**config.mk**
```make
export PLATFORM = sky130hd
export DESIGN_NAME = lsu
export DESIGN_NICKNAME = d
export VERILOG_FILES = /design/src/rtl/lsu_pkg.sv /design/src/rtl/lsu_align.sv /design/src/rtl/lsu.sv
export SDC_FILE = /design/constraint.sdc
export NUM_CORES = 1
export LEC_CHECK = 0
export ABC_AREA = 1
export BUFFER_PORTS_ARGS = -buffer_cell sky130_fd_sc_hd__buf_2
export CORE_MARGIN = 3
export CORE_UTILIZATION = 51
export DETAILED_ROUTE_END_ITERATION = 8
export MAX_ROUTING_LAYER = met4
export PLACE_DENSITY = 0.92
export SYNTH_ARGS = -nofsm -noshare
export SYNTH_HDL_FRONTEND = slang
export SYNTH_HIERARCHICAL = 1
export SYNTH_SLANG_ARGS = --single-unit
```
**constraint.sdc**
```tcl
create_clock -name clk -period 1.95 [get_ports clk]
set_input_delay 0 -clock clk [delete_from_list [all_inputs] [get_ports clk]]
set_output_delay 0 -clock clk [all_outputs]
set_load 0.02 [all_outputs]
```
**src/rtl/lsu_pkg.sv**
```systemverilog
// rtl/lsu_pkg.sv - shared constants, state encoding and byte-enable helper for the load/store unit
//
// Purpose: RV32I load/store funct3 encodings, the LSU FSM state type and
//          the byte-enable computation shared by the datapath.
// Contents:
//   LB, LH, LW, LBU, LHU, SB, SH, SW : funct3 encodings
//   lsu_state_e                      : IDLE, REQ, WAIT, RESP
//   byte_en(funct3, offset)          : 4-bit lane mask for an access
package lsu_pkg;

  localparam logic [2:0] LB  = 3'b000;
  localparam logic [2:0] LH  = 3'b001;
  localparam logic [2:0] LW  = 3'b010;
  localparam logic [2:0] LBU = 3'b100;
  localparam logic [2:0] LHU = 3'b101;
  localparam logic [2:0] SB  = 3'b000;
  localparam logic [2:0] SH  = 3'b001;
  localparam logic [2:0] SW  = 3'b010;

  typedef enum logic [1:0] {
    IDLE = 2'd0,
    REQ  = 2'd1,
    WAIT = 2'd2,
    RESP = 2'd3
  } lsu_state_e;

  // Access size lives in funct3[1:0] for both loads and stores.
  function automatic logic [3:0] byte_en(input logic [2:0] funct3, input logic [1:0] offset);
    logic [3:0] be;
    case (funct3[1:0])
      2'b00:   be = 4'b0001 << offset;
      2'b01:   be = 4'b0011 << {offset[1], 1'b0};
      default: be = 4'b1111;
    endcase
    return be;
  endfunction

endpackage

```
**src/rtl/lsu_align.sv**
```systemverilog
// rtl/lsu_align.sv - combinational store lane placement and load extraction/extension
//
// Purpose: turns an LSB-aligned store operand into lane-replicated write
//          data plus byte enables, and pulls the addressed lane out of a
//          returned memory word with sign or zero extension.
// Ports:
//   funct3     in  3    : access type (load or store encoding)
//   offset     in  2    : byte offset within the word (already force-aligned)
//   wdata      in  XLEN : store data, LSB-aligned
//   rdata      in  XLEN : whole word returned by memory
//   be         out 4    : byte enables
//   wdata_lane out XLEN : replicated store data
//   rdata_ext  out XLEN : extracted and extended load data
module lsu_align
  import lsu_pkg::*;
#(
  parameter int XLEN = 32
) (
  input  logic [2:0]      funct3,
  input  logic [1:0]      offset,
  input  logic [XLEN-1:0] wdata,
  input  logic [XLEN-1:0] rdata,
  output logic [3:0]      be,
  output logic [XLEN-1:0] wdata_lane,
  output logic [XLEN-1:0] rdata_ext
);

  logic [XLEN-1:0] shifted;

  assign be      = byte_en(funct3, offset);
  assign shifted = rdata >> {offset, 3'b000};

  // Replicating the operand into every lane lets memory pick it up with
  // the byte enables alone, no shifter needed on the write path.
  always_comb begin
    wdata_lane = wdata;
    case (funct3[1:0])
      2'b00:   wdata_lane = {(XLEN/8){wdata[7:0]}};
      2'b01:   wdata_lane = {(XLEN/16){wdata[15:0]}};
      default: wdata_lane = wdata;
    endcase
  end

  always_comb begin
    rdata_ext = rdata;
    case (funct3)
      LB:      rdata_ext = {{(XLEN-8){shifted[7]}}, shifted[7:0]};
      LH:      rdata_ext = {{(XLEN-16){shifted[15]}}, shifted[15:0]};
      LBU:     rdata_ext = {{(XLEN-8){1'b0}}, shifted[7:0]};
      LHU:     rdata_ext = {{(XLEN-16){1'b0}}, shifted[15:0]};
      default: rdata_ext = rdata;
    endcase
  end

endmodule

```
**src/rtl/lsu.sv**
```systemverilog
// rtl/lsu.sv - single-outstanding load/store unit between execute and data memory
//
// Purpose: accepts one load/store, validates funct3 and alignment, drives a
//          word-addressed memory port, and holds the extended load result
//          until writeback takes it.
// Configuration macro: LSU_MISALIGN_TRAP_EN
//   defined   : misaligned half/word requests complete with rsp_err=1, no memory access
//   undefined : misaligned half/word addresses are force-aligned and proceed
// Ports:
//   clk, rst_n                      : clock, async active-low reset
//   req_valid/req_ready             : upstream handshake
//   req_we, req_funct3, req_addr,
//   req_wdata, req_tag              : request fields
//   rsp_valid/rsp_ready             : downstream handshake
//   rsp_rdata, rsp_tag, rsp_err     : response fields
//   mem_req/mem_gnt                 : memory request handshake
//   mem_we, mem_addr, mem_be,
//   mem_wdata                       : memory request fields (0 when idle)
//   mem_rvalid, mem_rdata           : load return
module lsu
  import lsu_pkg::*;
#(
  parameter int XLEN  = 32,
  parameter int TAG_W = 5
) (
  input  logic             clk,
  input  logic             rst_n,
  input  logic             req_valid,
  output logic             req_ready,
  input  logic             req_we,
  input  logic [2:0]       req_funct3,
  input  logic [XLEN-1:0]  req_addr,
  input  logic [XLEN-1:0]  req_wdata,
  input  logic [TAG_W-1:0] req_tag,
  output logic             rsp_valid,
  input  logic             rsp_ready,
  output logic [XLEN-1:0]  rsp_rdata,
  output logic [TAG_W-1:0] rsp_tag,
  output logic             rsp_err,
  output logic             mem_req,
  input  logic             mem_gnt,
  output logic             mem_we,
  output logic [XLEN-3:0]  mem_addr,
  output logic [3:0]       mem_be,
  output logic [XLEN-1:0]  mem_wdata,
  input  logic             mem_rvalid,
  input  logic [XLEN-1:0]  mem_rdata
);

  lsu_state_e state, state_next;

  logic [XLEN-1:0]  addr_q;
  logic [2:0]       funct3_q;
  logic             we_q;
  logic [XLEN-1:0]  wdata_q;
  logic [TAG_W-1:0] tag_q;
  logic             err_q;
  logic [XLEN-1:0]  rdata_q;

  logic             accept;
  logic             legal;
  logic             misaligned;
  logic             req_err;
  logic [XLEN-1:0]  addr_eff;

  logic [3:0]       be_lane;
  logic [XLEN-1:0]  wdata_lane;
  logic [XLEN-1:0]  rdata_ext;

  // ---------------- request decode ----------------
  always_comb begin
    legal = 1'b0;
    if (req_we) begin
      legal = (req_funct3 == SB) || (req_funct3 == SH) || (req_funct3 == SW);
    end else begin
      legal = (req_funct3 == LB)  || (req_funct3 == LH)  || (req_funct3 == LW) ||
              (req_funct3 == LBU) || (req_funct3 == LHU);
    end
  end

  assign misaligned = ((req_funct3[1:0] == 2'b01) && req_addr[0]) ||
                      ((req_funct3[1:0] == 2'b10) && (req_addr[1:0] != 2'b00));

`ifdef LSU_MISALIGN_TRAP_EN
  assign req_err = !legal || misaligned;
`else
  assign req_err = !legal;
`endif

  // Force-align is harmless when trapping: a misaligned request never
  // reaches memory in that build, so the stored address is unused.
  always_comb begin
    addr_eff = req_addr;
    case (req_funct3[1:0])
      2'b01:   addr_eff = {req_addr[XLEN-1:1], 1'b0};
      2'b10:   addr_eff = {req_addr[XLEN-1:2], 2'b00};
      default: addr_eff = req_addr;
    endcase
  end

  assign accept = req_valid && req_ready;

  // ---------------- FSM ----------------
  always_ff @(posedge clk or negedge rst_n) begin
    if (!rst_n) begin
      state <= IDLE;
    end else begin
      state <= state_next;
    end
  end

  always_comb begin
    state_next = state;
    req_ready  = 1'b0;
    mem_req    = 1'b0;
    rsp_valid  = 1'b0;
    case (state)
      IDLE: begin
        req_ready = 1'b1;
        if (req_valid) begin
          state_next = req_err ? RESP : REQ;
        end
      end
      REQ: begin
        mem_req = 1'b1;
        if (mem_gnt) begin
          state_next = we_q ? RESP : WAIT;
        end
      end
      WAIT: begin
        if (mem_rvalid) begin
          state_next = RESP;
        end
      end
      RESP: begin
        rsp_valid = 1'b1;
        if (rsp_ready) begin
          state_next = IDLE;
        end
      end
      default: state_next = IDLE;
    endcase
  end

  // ---------------- transaction registers ----------------
  always_ff @(posedge clk or negedge rst_n) begin
    if (!rst_n) begin
      addr_q   <= '0;
      funct3_q <= 3'b000;
      we_q     <= 1'b0;
      wdata_q  <= '0;
      tag_q    <= '0;
      err_q    <= 1'b0;
      rdata_q  <= '0;
    end else if (accept) begin
      addr_q   <= addr_eff;
      funct3_q <= req_funct3;
      we_q     <= req_we;
      wdata_q  <= req_wdata;
      tag_q    <= req_tag;
      err_q    <= req_err;
      rdata_q  <= '0;
    end else if ((state == WAIT) && mem_rvalid) begin
      rdata_q  <= rdata_ext;
    end
  end

  lsu_align #(
    .XLEN(XLEN)
  ) u_align (
    .funct3    (funct3_q),
    .offset    (addr_q[1:0]),
    .wdata     (wdata_q),
    .rdata     (mem_rdata),
    .be        (be_lane),
    .wdata_lane(wdata_lane),
    .rdata_ext (rdata_ext)
  );

  // ---------------- output gating ----------------
  assign mem_we    = mem_req && we_q;
  assign mem_addr  = mem_req ? addr_q[XLEN-1:2] : '0;
  assign mem_be    = mem_req ? be_lane : 4'b0000;
  assign mem_wdata = (mem_req && we_q) ? wdata_lane : '0;

  assign rsp_rdata = rsp_valid ? rdata_q : '0;
  assign rsp_tag   = rsp_valid ? tag_q : '0;
  assign rsp_err   = rsp_valid && err_q;

endmodule
```
# After elaboration in Yosys (flattened, before gate mapping)
# Cells that the tools add are included.
[op_classes] muxes=22 n_eq_ne=17 n_bitwise=0 addsub=0 magnitude_cmp=0 n_shift=3 n_reduce_logical=15 multipliers=0 div=0
[op_table] cell="two-way mux 32 bit" n=4
[op_table] cell="case mux 32 bit (4 select lines)" n=1
[op_table] cell="case mux 32 bit (2 select lines)" n=1
[op_table] cell=">> shifter 32 x 5 -> 16 bit" n=1
[op_table] cell="two-way mux 30 bit" n=1
[op_table] cell="== test 3 bit (second input constant)" n=4
[op_table] cell="two-way mux 2 bit" n=5
[op_table] cell="!= test 2 bit (second input constant)" n=4
[op_table] cell="case mux 2 bit (4 select lines)" n=1
[op_table] cell="case mux 4 bit (2 select lines)" n=1
[op_table] cell="== test 2 x 1 -> 1 bit (second input constant)" n=3
[op_table] cell="== test 2 bit (second input constant)" n=3
[op_table] cell="== test 3 x 1 -> 1 bit (second input constant)" n=2
[op_table] cell="logical NOT 3 bit" n=2
[op_table] cell="two-way mux 1 bit" n=5
[op_table] cell="two-way mux 5 bit" n=1
[op_table] cell="logical AND 1 bit" n=4
[op_table] cell="logical NOT 2 bit" n=2
[op_table] cell="logical OR 1 bit" n=4
[op_table] cell="two-way mux 4 bit" n=1
[op_table] cell="case mux 2 bit (2 select lines)" n=1
[op_table] cell="AND reduction 4 bit" n=1
[op_table] cell="left shift 1 x 2 -> 4 bit (first input constant)" n=1
[op_table] cell="left shift 2 x 2 -> 4 bit (first input constant)" n=1
[op_table] cell="other kinds (3)" n=3
[totals] latchBits=0 regBits=108 wordCells=65 n_memories=0 input_bits=111 romBits=0 mem_bits_rw=0 output_inout_bits=108

# Logic depth before layout (Yosys ltp)
[depth] ltp_word=9 mapped_depth=10 mapped_depth_nobuf=9

# Hierarchy
# The synthesis kept the hierarchy.
[by_module_without_submodules] module="lsu" instances=1 area_each_um2=5216.3 cells_per_inst=715 seq_area_each_um2=2702.6
[by_module_without_submodules] module="lsu_align" instances=1 area_each_um2=1208.7 cells_per_inst=273 seq_area_each_um2=0.0

# Worst setup path before layout
# Ideal clock, no wire load.
[synth_timing] path_type="register to output" from="register state[1]" to="output port mem_wdata[22]" slack_ns=0.384 path_buffers=2 path_stages_with_launch=7 required_ns=1.950 arrival_ns=1.566 cell_sequence="dfrtp_1 > inv_1 > ha_1 > buf_2 > nand2_1 > buf_2 > nor2_1"
[synth_via] elab_chain_cells=4
[synth_lines] element="start, declared" line="lsu.sv:50" rtl="lsu_state_e state, state_next;"
[synth_lines] element="start signal, assigned" line="lsu.sv:108" rtl="state <= state_next;"
[synth_lines] element="== test 2 x 1 -> 1 bit" line="lsu.sv:117" rtl="case (state)"
[synth_lines] element="two-way mux 1 bit" line="lsu.sv:117"
[synth_lines] element="net mem_req" line="lsu.sv:40" rtl="output logic mem_req,"
[synth_lines] element="logical AND 1 bit" line="lsu.sv:184" rtl="assign mem_wdata = (mem_req && we_q) ? wdata_lane : '0;"
[synth_lines] element="two-way mux 32 bit" line="lsu.sv:184"
[synth_lines] element="end, declared" line="lsu.sv:45" rtl="output logic [XLEN-1:0] mem_wdata,"
# The timed path passes the listed nets, and every way through them passes these cells.

# Worst setup path in the final report
[layout_timing] from="register state[1]" to="output port mem_wdata[22]"
[layout_via] elab_chain_cells=4
[layout_lines] element="== test 2 x 1 -> 1 bit" line="lsu.sv:117"
[layout_lines] element="two-way mux 1 bit" line="lsu.sv:117"
[layout_lines] element="logical AND 1 bit" line="lsu.sv:184"
[layout_lines] element="two-way mux 32 bit" line="lsu.sv:184"
# No other way between the ends.

==> flow_summary.toml <==
[final_layout]
utilization = 0.724
syn2layout_area_growth_pct = 37.0
diodes = 0
nets = 1378
layout.cells.non_filler = 1432
layout-drive-gt1-share = 0.210

[route]
num_vias = 7431
drt-pass1-iter-count = 5
drc = 0
avgRoutedWirePerCell_um = 15.1
totalWireLength_um = 21700
drtIter0Drc = 773
vias_per_cell = 5.19
antenna_left = 0

[die]
rows = 40
fp.coreArea_mm2 = 0.0122
fp.dieH_um = 118
io_pins = 219
die_area_mm2 = 0.0140
initial_core_util = 0.528
die_w_um = 118

[power_and_ir_drop]
power_switching_mw = 5.90
p_comb_frac = 0.528
internal_power_mw = 6.69
switching_share = 0.468
vdd_drop_max_v = 0.000900
clock_power_share = 0.159
powerDensity_mw_per_mm2 = 1430
leakagePower_nw = 5.62
seq_power_share = 0.313
p_total_mw = 12.6

[clock_tree]
cts_tree = "built"
h-tree-depth = 3
clockRootBuffer = "clkbuf_16"
clkSinkCount = 108
post-cts-setup-buffer-count = 0
clock_path_buffers = 2
insertion_delay_ps = 340
clk_pin_slew_ps = 70
cts_inserted_buffers = 9

[sta]
slew_viol_final = 0
fin_crit_ps = 1890
slew_headroom = 0.613
worst_pin_slew_ps = 580
max_clock_freq_mhz = 528
setup_viol = 0
clock_skew_ps = 9.95
fin_crit_sh = 0.971
timing.hold.ws_ps = 47.2
hold_viol = 0
rsz0062_at_grt = "yes"

[grt]
grt_pass1_wl_um = 34900
first_global_vias = 7157
grt_use_total = 0.313
grt_max_degree = 71
use_met1 = 0.380
antenna_found_initial = 0
grt-busiest-layer = "met2"
use_met3 = 0.0517
grt_overflow = 0
use_met2 = 0.512

[worst_setup_path]
critPathArrivalTime_ps = 1890
cp.required_ps = 1950
crit_fanout = 33
path_class = "reg2out"
critPathCaptureType = "output port"
cp-start-kind = "register"

[synth]
synth-compound-area-share = 0.0238
synth_cell_types = 24
synth_cells = 988
synthMuxAreaShare = 0
synth_seq_cells = 108
syn_nets = 1107
synthesis.area_mm2 = 0.00642
synth_adder_area_share = 0.0156
syn_avg_cell_area_um2 = 6.50
synth_warnings = 6
synth_top_family_by_area = "simple AND/OR/NAND/NOR gates"
synthSimpleGateAreaFrac = 0.410
synth_xor_area_frac = 0
synth-seq-area-share = 0.421

[placed_design]
place_congestion = 0.964
dp_cells = 1335
port_buffers = 218
dp_hpwl_um = 13200

[status]
outcome = "finished, final reports clean"

[worst_hold_path]
hold_class = "in2reg"

[job]
maxCapViolations = 0
-- Yosys cell counts, drive strengths merged --
master / number / area [um2]
clkbuf: 13 / 48.8
buf: 48 / 293
ha: 8 / 100
a21oi: 3 / 15.0
inv: 130 / 488
a31oi: 2 / 12.5
o211ai: 4 / 30.0
nand4: 7 / 43.8
nor2: 46 / 180
nand3: 114 / 576
clkinv: 1 / 3.75
or2: 1 / 6.26
dfrtp: 108 / 2700
o21ai: 19 / 95.1
nor3: 1 / 5.00
nand2: 483 / 1830
-- power by group through the flow --
stage               Sequential (mW)  Combinational, mW  Clock, mW
finish                         3.94               6.65       2.00
global route                   4.04               7.39       2.11
CTS                            3.89               6.44       2.02
detailed placement             3.90               6.27          0
global placement               3.87               6.13          0
floorplan                      3.73               4.68          0
-- cell usage in the layout, fill, tap and decap left out, types with 2 or more instances in the layout --
cell type,Yosys,layout
a21oi_1,3,3
nand4_1,7,7
buf_2,27,217
buf_12,0,7
a31oi_1,2,2
dlygate4sd3_1,0,81
clkbuf_1,13,3
nand2_1,480,480
inv_2,2,2
bufinv_16,0,2
nor2_2,3,4
o211ai_1,4,4
clkbuf_16,0,9
buf_6,1,3
buf_4,19,13
o21ai_0,19,19
nand2_4,1,2
inv_1,128,128
ha_1,8,7
dfrtp_1,108,108
nor2_1,43,42
nand3_1,113,113
-- sequential cells by signal, indices dropped and copies added (netlist names) --
register	flops
addr_q	32
err_q	1
funct3_q	3
rdata_q	32
state	2
tag_q	5
wdata_q	32
we_q	1
-- path summary, 6_finish.rpt --
path | slack, ps | from | to | depth (start not counted)
min in group asynchronous | 210 | rst_n | rdata_q[6] | 2
worst max register to register | 100 | state[0] | err_q | 7
max in group asynchronous | 1140 | rst_n | wdata_q[22] | 3
worst min-delay path | 50 | mem_rdata[8] | rdata_q[8] | 5
worst min register to register | 480 | addr_q[11] | addr_q[11] | 2
worst max-delay path | 60 | state[1] | mem_wdata[22] | 6
-- metrics by stage --
step           setup WS (ps)  cell area (um2)  setup TNS (ps)
5_1_grt                -18.2             8800           -19.4
4_1_cts                 45.6             8780               0
3_3_place_gp             324             7640               0
2_1_floorplan            384             6420               0
3_5_place_dp             233             7640               0
6_report                56.9             8800               0
-- per-layer routing --
metal	routed length [um]	vias up
met4	931	0
met5	0	-
met3	1840	82
met1	8140	3391
li1	-	3503
met2	10800	455
-- cells by family (layout without fill, tap and decap cells) --
| logic type | count (synthesis) | after routing |
|---|---|---|
| compound gates | 28 | 28 |
| fa+ha+maj | 8 | 8 |
| buf+inv | 192 | 468 |
| flops | 108 | 108 |
| simple gates | 652 | 652 |
-- worst max-delay path: stages (launching register included) --
cell and delay, ps:
dfrtp_1 450, inv_1 170, ha_4 210, nand2_1 90, buf_4 240, nor2_1 170, buf_2 200
-- final cells by class --
class,instances,area [um2]
fill,900,3360
multi-input combinational,688,2910
sequential,108,2700
timing repair buffer,321,2170
inverter,131,492
clock buffer,13,250
tap,168,210
clock inverter,3,68.8
-- repair_timing --
action                                  CTS  global route
hold buffers                             81             0
resized for setup                         1             5
endpoints found under the setup margin   31            42
endpoints found under the hold margin   119             0
No activity file was read; power rests on OpenSTA's default activity.
